File: src/rtl/funcs_arb_pkg.sv
// Shared types and constants for the two-requester funcs arbiter: opcodes,
// FSM states, the illegal-op result fill and the default datapath width.
package funcs_arb_pkg;

    localparam int DW_DEFAULT = 8;

    // Every bit of the result is set to this value when the opcode is illegal
    localparam logic ILLEGAL_FILL = 1'b1;

    typedef enum logic [2:0] {
        OP_ADD12 = 3'd0,
        OP_SUB34 = 3'd1,
        OP_ADD   = 3'd2,
        OP_XOR   = 3'd3,
        OP_AND   = 3'd4
    } op_e;

    typedef enum logic [1:0] {
        S_IDLE  = 2'd0,
        S_ISSUE = 2'd1,
        S_RESP  = 2'd2
    } state_e;

endpackage

File: src/rtl/funcs_arb_if.sv
// Request/response bus between the two requesters (master) and funcs_arb (slave).
// Per-requester fields are packed with requester 0 in the low slice.
interface funcs_arb_if
    import funcs_arb_pkg::*;
#(
    parameter int DW = DW_DEFAULT
);
    logic [1:0]      req_valid;
    logic [1:0]      req_ready;
    logic [5:0]      req_op;
    logic [2*DW-1:0] req_a;
    logic [2*DW-1:0] req_b;
    logic [1:0]      resp_valid;
    logic [1:0]      resp_ready;
    logic [DW-1:0]   resp_data;
    logic            resp_err;

    modport master (
        output req_valid, req_op, req_a, req_b, resp_ready,
        input  req_ready, resp_valid, resp_data, resp_err
    );

    modport slave (
        input  req_valid, req_op, req_a, req_b, resp_ready,
        output req_ready, resp_valid, resp_data, resp_err
    );
endinterface

File: src/rtl/funcs_rr_arb.sv
// Two-way round-robin grant: a sole requester wins, a tie goes to the requester
// not granted last. The pointer only moves when a grant is actually taken.
module funcs_rr_arb
    import funcs_arb_pkg::*;
(
    input  logic       clk,
    input  logic       rst,
    input  logic [1:0] req,
    input  logic       update,
    output logic [1:0] gnt
);
    logic last_q, last_d;

    always_comb begin
        gnt    = 2'b00;
        last_d = last_q;
        case (req)
            2'b01:   gnt = 2'b01;
            2'b10:   gnt = 2'b10;
            2'b11:   gnt = last_q ? 2'b01 : 2'b10;
            default: gnt = 2'b00;
        endcase
        if (update) begin
            last_d = gnt[1];
        end
    end

    // Reset as if requester 1 went last so requester 0 wins the first tie
    always_ff @(posedge clk) begin
        if (rst) begin
            last_q <= 1'b1;
        end else begin
            last_q <= last_d;
        end
    end
endmodule

File: src/rtl/funcs_arb.sv
// Arbitrates two requesters onto the external funcs datapath, one op per
// IDLE->ISSUE->RESP round. Grant counters exist only with FUNCS_ARB_STATS_EN.
module funcs_arb
    import funcs_arb_pkg::*;
#(
    parameter int DW = DW_DEFAULT
)(
    input  logic          clk,
    input  logic          rst,
    funcs_arb_if.slave    bus,
    output logic [DW-1:0] fn_a,
    output logic [DW-1:0] fn_b,
    output logic [DW-1:0] fn_m,
    output logic [DW-1:0] fn_n,
    output logic          fn_h,
    output logic          fn_i,
    input  logic [DW-1:0] fn_c,
    input  logic [DW-1:0] fn_d,
    input  logic [DW-1:0] fn_o,
    input  logic          fn_j,
    input  logic          fn_k,
    output logic [15:0]   gnt_cnt0,
    output logic [15:0]   gnt_cnt1
);
    state_e        state_q, state_d;
    logic          sel_q, sel_d;
    logic [2:0]    op_q, op_d;
    logic [DW-1:0] a_q, a_d, b_q, b_d, res_q, res_d;
    logic          err_q, err_d;
    logic [1:0]    gnt;
    logic          accept;

    funcs_rr_arb u_rr (
        .clk    (clk),
        .rst    (rst),
        .req    (bus.req_valid),
        .update (accept),
        .gnt    (gnt)
    );

    // Offers are withheld during the reset cycle itself as well as outside IDLE
    assign bus.req_ready = (state_q == S_IDLE && !rst) ? gnt : 2'b00;
    assign accept        = |bus.req_ready;

    always_comb begin
        state_d        = state_q;
        sel_d          = sel_q;
        op_d           = op_q;
        a_d            = a_q;
        b_d            = b_q;
        res_d          = res_q;
        err_d          = err_q;
        fn_a           = '0;
        fn_b           = '0;
        fn_m           = '0;
        fn_n           = '0;
        fn_h           = 1'b0;
        fn_i           = 1'b0;
        bus.resp_valid = 2'b00;
        bus.resp_data  = '0;
        bus.resp_err   = 1'b0;
        case (state_q)
            S_IDLE: begin
                if (accept) begin
                    sel_d   = gnt[1];
                    op_d    = gnt[1] ? bus.req_op[5:3]      : bus.req_op[2:0];
                    a_d     = gnt[1] ? bus.req_a[2*DW-1:DW] : bus.req_a[DW-1:0];
                    b_d     = gnt[1] ? bus.req_b[2*DW-1:DW] : bus.req_b[DW-1:0];
                    state_d = S_ISSUE;
                end
            end
            S_ISSUE: begin
                err_d = 1'b0;
                case (op_q)
                    OP_ADD12: begin fn_a = a_q; res_d = fn_c; end
                    OP_SUB34: begin fn_b = a_q; res_d = fn_d; end
                    OP_ADD:   begin fn_m = a_q; fn_n = b_q; res_d = fn_o; end
                    OP_XOR:   begin fn_h = a_q[0]; fn_i = b_q[0]; res_d = {{(DW-1){1'b0}}, fn_j}; end
                    OP_AND:   begin fn_h = a_q[0]; fn_i = b_q[0]; res_d = {{(DW-1){1'b0}}, fn_k}; end
                    default:  begin res_d = {DW{ILLEGAL_FILL}}; err_d = 1'b1; end
                endcase
                state_d = S_RESP;
            end
            S_RESP: begin
                bus.resp_valid[sel_q] = 1'b1;
                bus.resp_data         = res_q;
                bus.resp_err          = err_q;
                if (bus.resp_ready[sel_q]) begin
                    state_d = S_IDLE;
                end
            end
            default: state_d = S_IDLE;
        endcase
    end

    always_ff @(posedge clk) begin
        if (rst) begin
            state_q <= S_IDLE;
        end else begin
            state_q <= state_d;
        end
    end

    // Operand/result holding registers are only observed in ISSUE/RESP
    always_ff @(posedge clk) begin
        sel_q <= sel_d;
        op_q  <= op_d;
        a_q   <= a_d;
        b_q   <= b_d;
        res_q <= res_d;
        err_q <= err_d;
    end

`ifdef FUNCS_ARB_STATS_EN
    logic [15:0] cnt0_q, cnt0_d, cnt1_q, cnt1_d;

    always_comb begin
        cnt0_d = cnt0_q;
        cnt1_d = cnt1_q;
        if (bus.req_ready[0] && cnt0_q != 16'hFFFF) cnt0_d = cnt0_q + 16'd1;
        if (bus.req_ready[1] && cnt1_q != 16'hFFFF) cnt1_d = cnt1_q + 16'd1;
    end

    always_ff @(posedge clk) begin
        if (rst) begin
            cnt0_q <= 16'd0;
            cnt1_q <= 16'd0;
        end else begin
            cnt0_q <= cnt0_d;
            cnt1_q <= cnt1_d;
        end
    end

    assign gnt_cnt0 = cnt0_q;
    assign gnt_cnt1 = cnt1_q;
`else
    assign gnt_cnt0 = 16'd0;
    assign gnt_cnt1 = 16'd0;
`endif
endmodule

File: src/flat_wrapper.sv
// flat-port wrapper written by rule: the top's interface ports become plain ports
module funcs_arb_flat import funcs_arb_pkg::*;
#(
    parameter int DW = DW_DEFAULT
)
  (clk, rst, fn_a, fn_b, fn_m, fn_n, fn_h, fn_i, fn_c, fn_d, fn_o, fn_j, fn_k, gnt_cnt0, gnt_cnt1, bus_req_valid, bus_req_op, bus_req_a, bus_req_b, bus_resp_ready, bus_req_ready, bus_resp_valid, bus_resp_data, bus_resp_err);
  funcs_arb_if #(.DW(DW)) bus_i ();
  input  logic clk;
  input  logic rst;
  output logic [DW-1:0] fn_a;
  output logic [DW-1:0] fn_b;
  output logic [DW-1:0] fn_m;
  output logic [DW-1:0] fn_n;
  output logic fn_h;
  output logic fn_i;
  input  logic [DW-1:0] fn_c;
  input  logic [DW-1:0] fn_d;
  input  logic [DW-1:0] fn_o;
  input  logic fn_j;
  input  logic fn_k;
  output logic [15:0] gnt_cnt0;
  output logic [15:0] gnt_cnt1;
  input wire logic [$bits(bus_i.req_valid)-1:0] bus_req_valid;
  input wire logic [$bits(bus_i.req_op)-1:0] bus_req_op;
  input wire logic [$bits(bus_i.req_a)-1:0] bus_req_a;
  input wire logic [$bits(bus_i.req_b)-1:0] bus_req_b;
  input wire logic [$bits(bus_i.resp_ready)-1:0] bus_resp_ready;
  output wire logic [$bits(bus_i.req_ready)-1:0] bus_req_ready;
  output wire logic [$bits(bus_i.resp_valid)-1:0] bus_resp_valid;
  output wire logic [$bits(bus_i.resp_data)-1:0] bus_resp_data;
  output wire logic [$bits(bus_i.resp_err)-1:0] bus_resp_err;
  assign bus_i.req_valid = bus_req_valid;
  assign bus_i.req_op = bus_req_op;
  assign bus_i.req_a = bus_req_a;
  assign bus_i.req_b = bus_req_b;
  assign bus_i.resp_ready = bus_resp_ready;
  assign bus_req_ready = bus_i.req_ready;
  assign bus_resp_valid = bus_i.resp_valid;
  assign bus_resp_data = bus_i.resp_data;
  assign bus_resp_err = bus_i.resp_err;
  funcs_arb #(.DW(DW)) u_core (.clk(clk), .rst(rst), .bus(bus_i), .fn_a(fn_a), .fn_b(fn_b), .fn_m(fn_m), .fn_n(fn_n), .fn_h(fn_h), .fn_i(fn_i), .fn_c(fn_c), .fn_d(fn_d), .fn_o(fn_o), .fn_j(fn_j), .fn_k(fn_k), .gnt_cnt0(gnt_cnt0), .gnt_cnt1(gnt_cnt1));
endmodule
File: config.mk
export PLATFORM = sky130hd
export DESIGN_NAME = funcs_arb_flat
export DESIGN_NICKNAME = d
export VERILOG_FILES = /design/src/rtl/funcs_arb_pkg.sv /design/src/rtl/funcs_arb_if.sv /design/src/rtl/funcs_rr_arb.sv /design/src/rtl/funcs_arb.sv /design/src/flat_wrapper.sv
export SDC_FILE = /design/constraint.sdc
export NUM_CORES = 1
export LEC_CHECK = 0
export CORE_UTILIZATION = 32
export DETAILED_ROUTE_END_ITERATION = 12
export GPL_TIMING_DRIVEN = 0
export PLACE_DENSITY = 0.78
export SLEW_MARGIN = 15
export SYNTH_ARGS = -nofsm -noshare
export SYNTH_HDL_FRONTEND = slang
export SYNTH_SLANG_ARGS = --single-unit
File: constraint.sdc
create_clock -name clk -period 1.6 [get_ports clk]
set_clock_uncertainty 0.2 [all_clocks]
set_input_delay 0.16 -clock clk [delete_from_list [all_inputs] [get_ports clk]]
set_output_delay 0.16 -clock clk [all_outputs]
set_load 0.005 [all_outputs]
==> impl_metrics.env, run 1 <==
export IMPL_setup_violations=72
export IMPL_crit_required_ps=1240
export IMPL_finalMaxSlewViolations=0
export IMPL_clockRootBuffer="clkbuf_8"
export IMPL_ys_seq_elements=32
export IMPL_max_freq_mhz=516
export IMPL_slowest_delay_ps=360
export IMPL_grt_antenna_before_repair=0
export IMPL_die_area_um2=6830
export IMPL_synth_most_common_cell="buf_4"
export IMPL_vias=2090
export IMPL_grt_pass1_vias=1945
export IMPL_hp_class="in2reg"
export IMPL_routed_wl_um=6390
export IMPL_drc_errors=0
export IMPL_synth_ff_type="edfxtp_1"
export IMPL_cts_buffers=5
export IMPL_finalNetCount=463
export IMPL_critPathTopFamily="simple AND/OR/NAND/NOR gates"
export IMPL_swShare=0.277
export IMPL_timing_critical_path_mode_cell="buf_6"
export IMPL_place_inst=426
export IMPL_finalNonFillerCells=471
export IMPL_cpMaxStageDelayCell="dfxtp_4"
export IMPL_hold_viol=0
export IMPL_routedWlPerCell_um=13.6
export IMPL_path_clk_slew_ps=80
export IMPL_hold_path_depth=2
export IMPL_yosys_area_top_type="edfxtp_1"
export IMPL_ys_warn_count=0
export IMPL_synth_avg_cell_area_um2=10.3
export IMPL_grt_start_max_net_pins=21
export IMPL_core_area_um2=6310
export IMPL_final_area_um2=4160
export IMPL_maxCapViolations=0
export IMPL_max_vdd_ir_drop_mv=0.484
export IMPL_yosys_top_cells_area="edfxtp_1, buf_4, mux2_2"
export IMPL_startpoint_type="register"
export IMPL_htree_levels=2
export IMPL_cts_sinks=32
export IMPL_cts_max_path_buffers=2
export IMPL_critPathBufInv=4
export IMPL_dr_pass1_iters=4
export IMPL_pre_cts_ws_ps=-548
export IMPL_path_max_fanout=4
export IMPL_drive_gt1_frac=0.581
export IMPL_first_iter_violations=21
export IMPL_finalWorstSetupSlack_ps=-337
export IMPL_ctsHoldBuffers=0
export IMPL_synthArstFlopShare=0
export IMPL_seq_area_frac_synth=0.447
export IMPL_via_per_inst=4.44
export IMPL_gp_congestion=0.704
export IMPL_cts_tree="built"
export IMPL_syn_area_um2=2080
export IMPL_grtUsageTotal=0.178
export IMPL_status="complete, but fails checks"
export IMPL_p_int_mw=1.83
export IMPL_worstPathCellList="nor2b_4 > buf_6 > and3_4 > buf_6 > buf_6 > and2_4 > buf_6"
export IMPL_reg2reg_slack_ps=-150
export IMPL_die_y_um=82.7
export IMPL_path_depth=7
export IMPL_clkPwrFrac=0.258
export IMPL_final_core_util=0.659
export IMPL_pin_count=149
export IMPL_die_w_um=82.7
export IMPL_num_rows=29
export IMPL_worst_skew_pair_late_latency_ps=290
export IMPL_grt_overflow=0
export IMPL_synthToLayoutAreaGrowth_pct=99.8
export IMPL_p_leak_nw=1.81
export IMPL_yosys_top_cells_count="buf_4, edfxtp_1, nor2_1"
export IMPL_r2r_cells=6
export IMPL_port_buffers=116
export IMPL_power_density_nw_per_um2=609
export IMPL_synth_edf_count=29
export IMPL_power_frac_seq=0.407
export IMPL_period_needed_ps=1940
export IMPL_crit_path_end_kind="primary output"
export IMPL_antennaDiodeCount=0
export IMPL_grt_setup_unrepaired="true"
export IMPL_grt_first_pass_wirelength_um=8920
export IMPL_dp_hpwl_um=4240
export IMPL_violations="setup timing"
export IMPL_combPwrFrac=0.335
export IMPL_syn_inst=202
export IMPL_ant_nets=0
export IMPL_critPathKind="reg2out"
export IMPL_p_sw_uw=701
export IMPL_synth_top_area_frac=0.418
export IMPL_period_share=1.21
export IMPL_crit_arrival_ps=1580
export IMPL_initial_core_util=0.330
export IMPL_synth_cell_types=34
export IMPL_place_area_um2=3460
[sequential cells by signal, indices dropped and copies added (netlist names)]
signal,count
u_core.a_q,8
u_core.b_q,8
u_core.err_q,1
u_core.op_q,3
u_core.res_q,8
u_core.sel_q,1
u_core.state_q,2
u_core.u_rr.last_q,1
[metrics by stage]
stage / power, mW / setup TNS (ps) / hold slack, ps
2_1_floorplan: 1.35 / 0 / 32.4
3_3_place_gp: 1.63 / -35380 / 373
3_5_place_dp: 1.64 / -36360 / 399
4_1_cts: 2.42 / -12100 / 132
5_1_grt: 2.66 / -16790 / 163
6_report: 2.53 / -12080 / 159
[power groups by stage]
stage,clock (mW),sequential [mW],combinational [mW]
after global placement,0,1.03,0.592
after detailed placement,0,1.04,0.599
final,0.653,1.03,0.848
after CTS,0.664,1.03,0.730
after global routing,0.710,1.04,0.917
after floorplan,0,1.03,0.315
[path summary, 6_finish.rpt]
path,from,endpoint
worst max register to register,u_core.op_q[0],u_core.res_q[0]
worst min-delay path,bus_req_valid[1],u_core.state_q[0]
worst max-delay path,u_core.state_q[0],fn_n[1]
worst min register to register,u_core.u_rr.last_q,u_core.u_rr.last_q
[what timing repair did]
item / 4_1_cts / 5_1_grt
gates resized for setup: 260 / 80
gates cloned: 2 / 0
setup endpoints to repair: 92 / 57
setup buffers: 24 / 13
endpoints found under the hold margin: 0 / 0
pin swaps: 38 / 20
[final cells by class]
class	instances	area [um^2]
timing repair buffer	154	1420
sequential	32	940
inverter	1	3.75
tap	77	96.3
fill	509	2150
clock inverter	3	23.8
clock buffer	5	68.8
buffer	40	355
multi-input combinational	159	1250
[routing by layer]
layer / share of wire / GRT usage / vias to the layer above
li1: - / - / 1017
met1: 0.35 / 0.186 / 953
met2: 0.53 / 0.330 / 111
met3: 0.11 / 0.0681 / 9
met4: 0.012 / 0.0500 / 0
met5: 0 / 0 / -
[cells by family (layout without fill, tap and decap cells)]
| group | Yosys count | in the layout | share of synthesized area |
|---|---|---|---|
| compound gates | 23 | 23 | 0.0835 |
| buf+inv | 43 | 203 | 0.155 |
| flops | 32 | 32 | 0.447 |
| mux | 22 | 22 | 0.118 |
| other cells | 1 | 32 | 0.00180 |
| simple gates | 81 | 82 | 0.195 |
[cell usage in the layout, fill, tap and decap left out, drive strengths merged, types with 2 or more instances in the layout]
cell type and instances:
dlygate4sd2 2, nor2 32, mux2i 2, conb 32
clkdlybuf4s50 67, clkbuf 9, and2 18, buf 121
a21oi 3, dfxtp 3, mux2 20, edfxtp 29
clkinvlp 2, nand2 19, a22oi 7, and3 3
o21a 2, nor2b 3, o211ai 7
[worst reg2reg max path, stage by stage, from the launching register on]
cell and delay, ps:
edfxtp_1 390, buf_6 140, buf_6 110, buf_6 120
mux2_4 290, nor3b_2 170, a211oi_2 60
(Power assumes the default switching activity.)
==> run 2, diff against run 1 <==
- CORE_ASPECT_RATIO: default -> 1.75
- REMOVE_ABC_BUFFERS: default -> 1
==> impl_metrics.env, run 2 (same netlist as run 1, synthesis figures left out) <==
export IMPL_cts_buffers=5
export IMPL_power_mw=2.54
export IMPL_hold_viol=0
export IMPL_worst_skew_pair_late_latency_ps=280
export IMPL_path_max_fanout=5
export IMPL_via_per_inst=4.60
export IMPL_crit_start="u_core.op_q[1]"
export IMPL_clockRootBuffer="clkbuf_8"
export IMPL_finalNonFillerCells=464
export IMPL_path_clk_slew_ps=70
export IMPL_antennaDiodeCount=0
export IMPL_dr_pass1_iters=4
export IMPL_tns_ps=-12040
export IMPL_ant_nets=0
export IMPL_grtUsageTotal=0.199
export IMPL_first_iter_violations=60
export IMPL_cts_tree="built"
export IMPL_initial_core_util=0.334
export IMPL_max_vdd_ir_drop_mv=0.447
export IMPL_maxCapViolations=0
export IMPL_fillers=472
export IMPL_drc_errors=0
export IMPL_power_density_nw_per_um2=617
export IMPL_crit_path_end_kind="primary output"
export IMPL_cts_max_path_buffers=2
export IMPL_worstHoldStart="bus_req_valid[1]"
export IMPL_num_rows=38
export IMPL_hold_path_depth=2
export IMPL_die_y_um=109
export IMPL_htree_levels=2
export IMPL_vias=2134
export IMPL_grt_first_pass_wirelength_um=10300
export IMPL_critPathKind="reg2out"
export IMPL_dp_hpwl_um=4210
export IMPL_layout_commonest_cell="clkdlybuf4s50_1"
export IMPL_gp_congestion=0.769
export IMPL_crit_arrival_ps=1590
export IMPL_routedWlPerCell_um=16.1
export IMPL_period_needed_ps=1950
export IMPL_hp_class="in2reg"
export IMPL_drive_gt1_frac=0.523
export IMPL_tightest_slew_ps=531
export IMPL_r2r_cells=7
export IMPL_crit_required_ps=1240
export IMPL_seq_area_um2=940
export IMPL_grt_antenna_before_repair=0
export IMPL_cts_sinks=32
export IMPL_max_freq_mhz=513
export IMPL_routed_wl_um=7470
export IMPL_core_area_um2=6230
export IMPL_violations="setup timing"
export IMPL_die_w_um=63.0
export IMPL_holdWs_ps=99.3
export IMPL_pin_count=149
export IMPL_period_share=1.22
export IMPL_synthToLayoutAreaGrowth_pct=97.5
export IMPL_port_buffers=116
export IMPL_grt_start_max_net_pins=21
export IMPL_slew_headroom=0.646
export IMPL_grt_pass1_vias=2070
export IMPL_multi_input_area_um2=1330
export IMPL_grt_overflow=0
export IMPL_die_area_um2=6850
export IMPL_p_leak_nw=1.78
export IMPL_reg_largest_list="u_core.a_q: 8 flops, u_core.b_q: 8 flops, u_core.res_q: 8 flops"
export IMPL_place_inst=388
export IMPL_final_cell_mix="clkdlybuf4s50_1, buf_6, conb_1"
export IMPL_pre_cts_ws_ps=-845
export IMPL_setup_violations=66
export IMPL_grt_setup_unrepaired="true"
export IMPL_rr_startpoint="u_core.op_q[0]"
export IMPL_finalNetCount=453
export IMPL_startpoint_type="register"
export IMPL_finalMaxSlewViolations=0
export IMPL_finalWorstSetupSlack_ps=-350
export IMPL_status="complete, but fails checks"
-- run 2: what timing repair did --
action | 4_1_cts | 5_1_grt
buffers inserted | 55 | 9
resized for setup | 280 | 55
pin swaps | 52 | 14
cloned | 4 | 3
setup endpoints to repair | 95 | 80
hold buffers | 0 | 0
-- run 2: final cells by class --
cell class	count	share of cell area
Timing Repair Buffer	179	0.403
Multi-Input combinational cell	164	0.323
Sequential cell	32	0.228
Tap cell	80	0.0243
Clock buffer	6	0.0176
Clock inverter	2	0.00274
Inverter	1	0.000913
-- run 2: metal layers --
| metal | GRT usage | wire, um | part of all wire |
|---|---|---|---|
| met4 | 0.0748 | 197 | 0.026 |
| met3 | 0.0429 | 407 | 0.054 |
| met5 | 0 | 0 | 0 |
| met2 | 0.412 | 4520 | 0.60 |
| met1 | 0.181 | 2350 | 0.31 |
-- run 2: report_power, final --
part	switching, mW	internal (mW)
Clock	0.304	0.301
Sequential	0.0454	1.00
Combinational	0.356	0.531
-- run 2: final timing paths --
| kind | to | slack [ps] |
|---|---|---|
| setup / recovery | fn_b[4] | -350 |
| hold / removal | u_core.state_q[0] | 100 |
| setup reg to reg | u_core.res_q[0] | -300 |
| hold reg to reg | u_core.u_rr.last_q | 420 |
-- run 2: critical path, cell delays in order, from the launching register on --
cell and delay, ps:
edfxtp_1 470, buf_4 180, nor2_2 170, nand2_4 110
buf_6 140, nor2_1 110, buf_2 130
-- run 2: through the flow --
stage / utilization / area, um^2
6_report: 0.660 / 4110
5_1_grt: 0.660 / 4110
4_1_cts: 0.622 / 3870
3_5_place_dp: 0.506 / 3150
3_3_place_gp: 0.504 / 3140
2_1_floorplan: - / 1880
==> run 3, diff against run 2 <==
- CAP_MARGIN: default -> 20
==> results of run 3 <==
No change in the layout: final DEF, timing and power equal those of run 2.
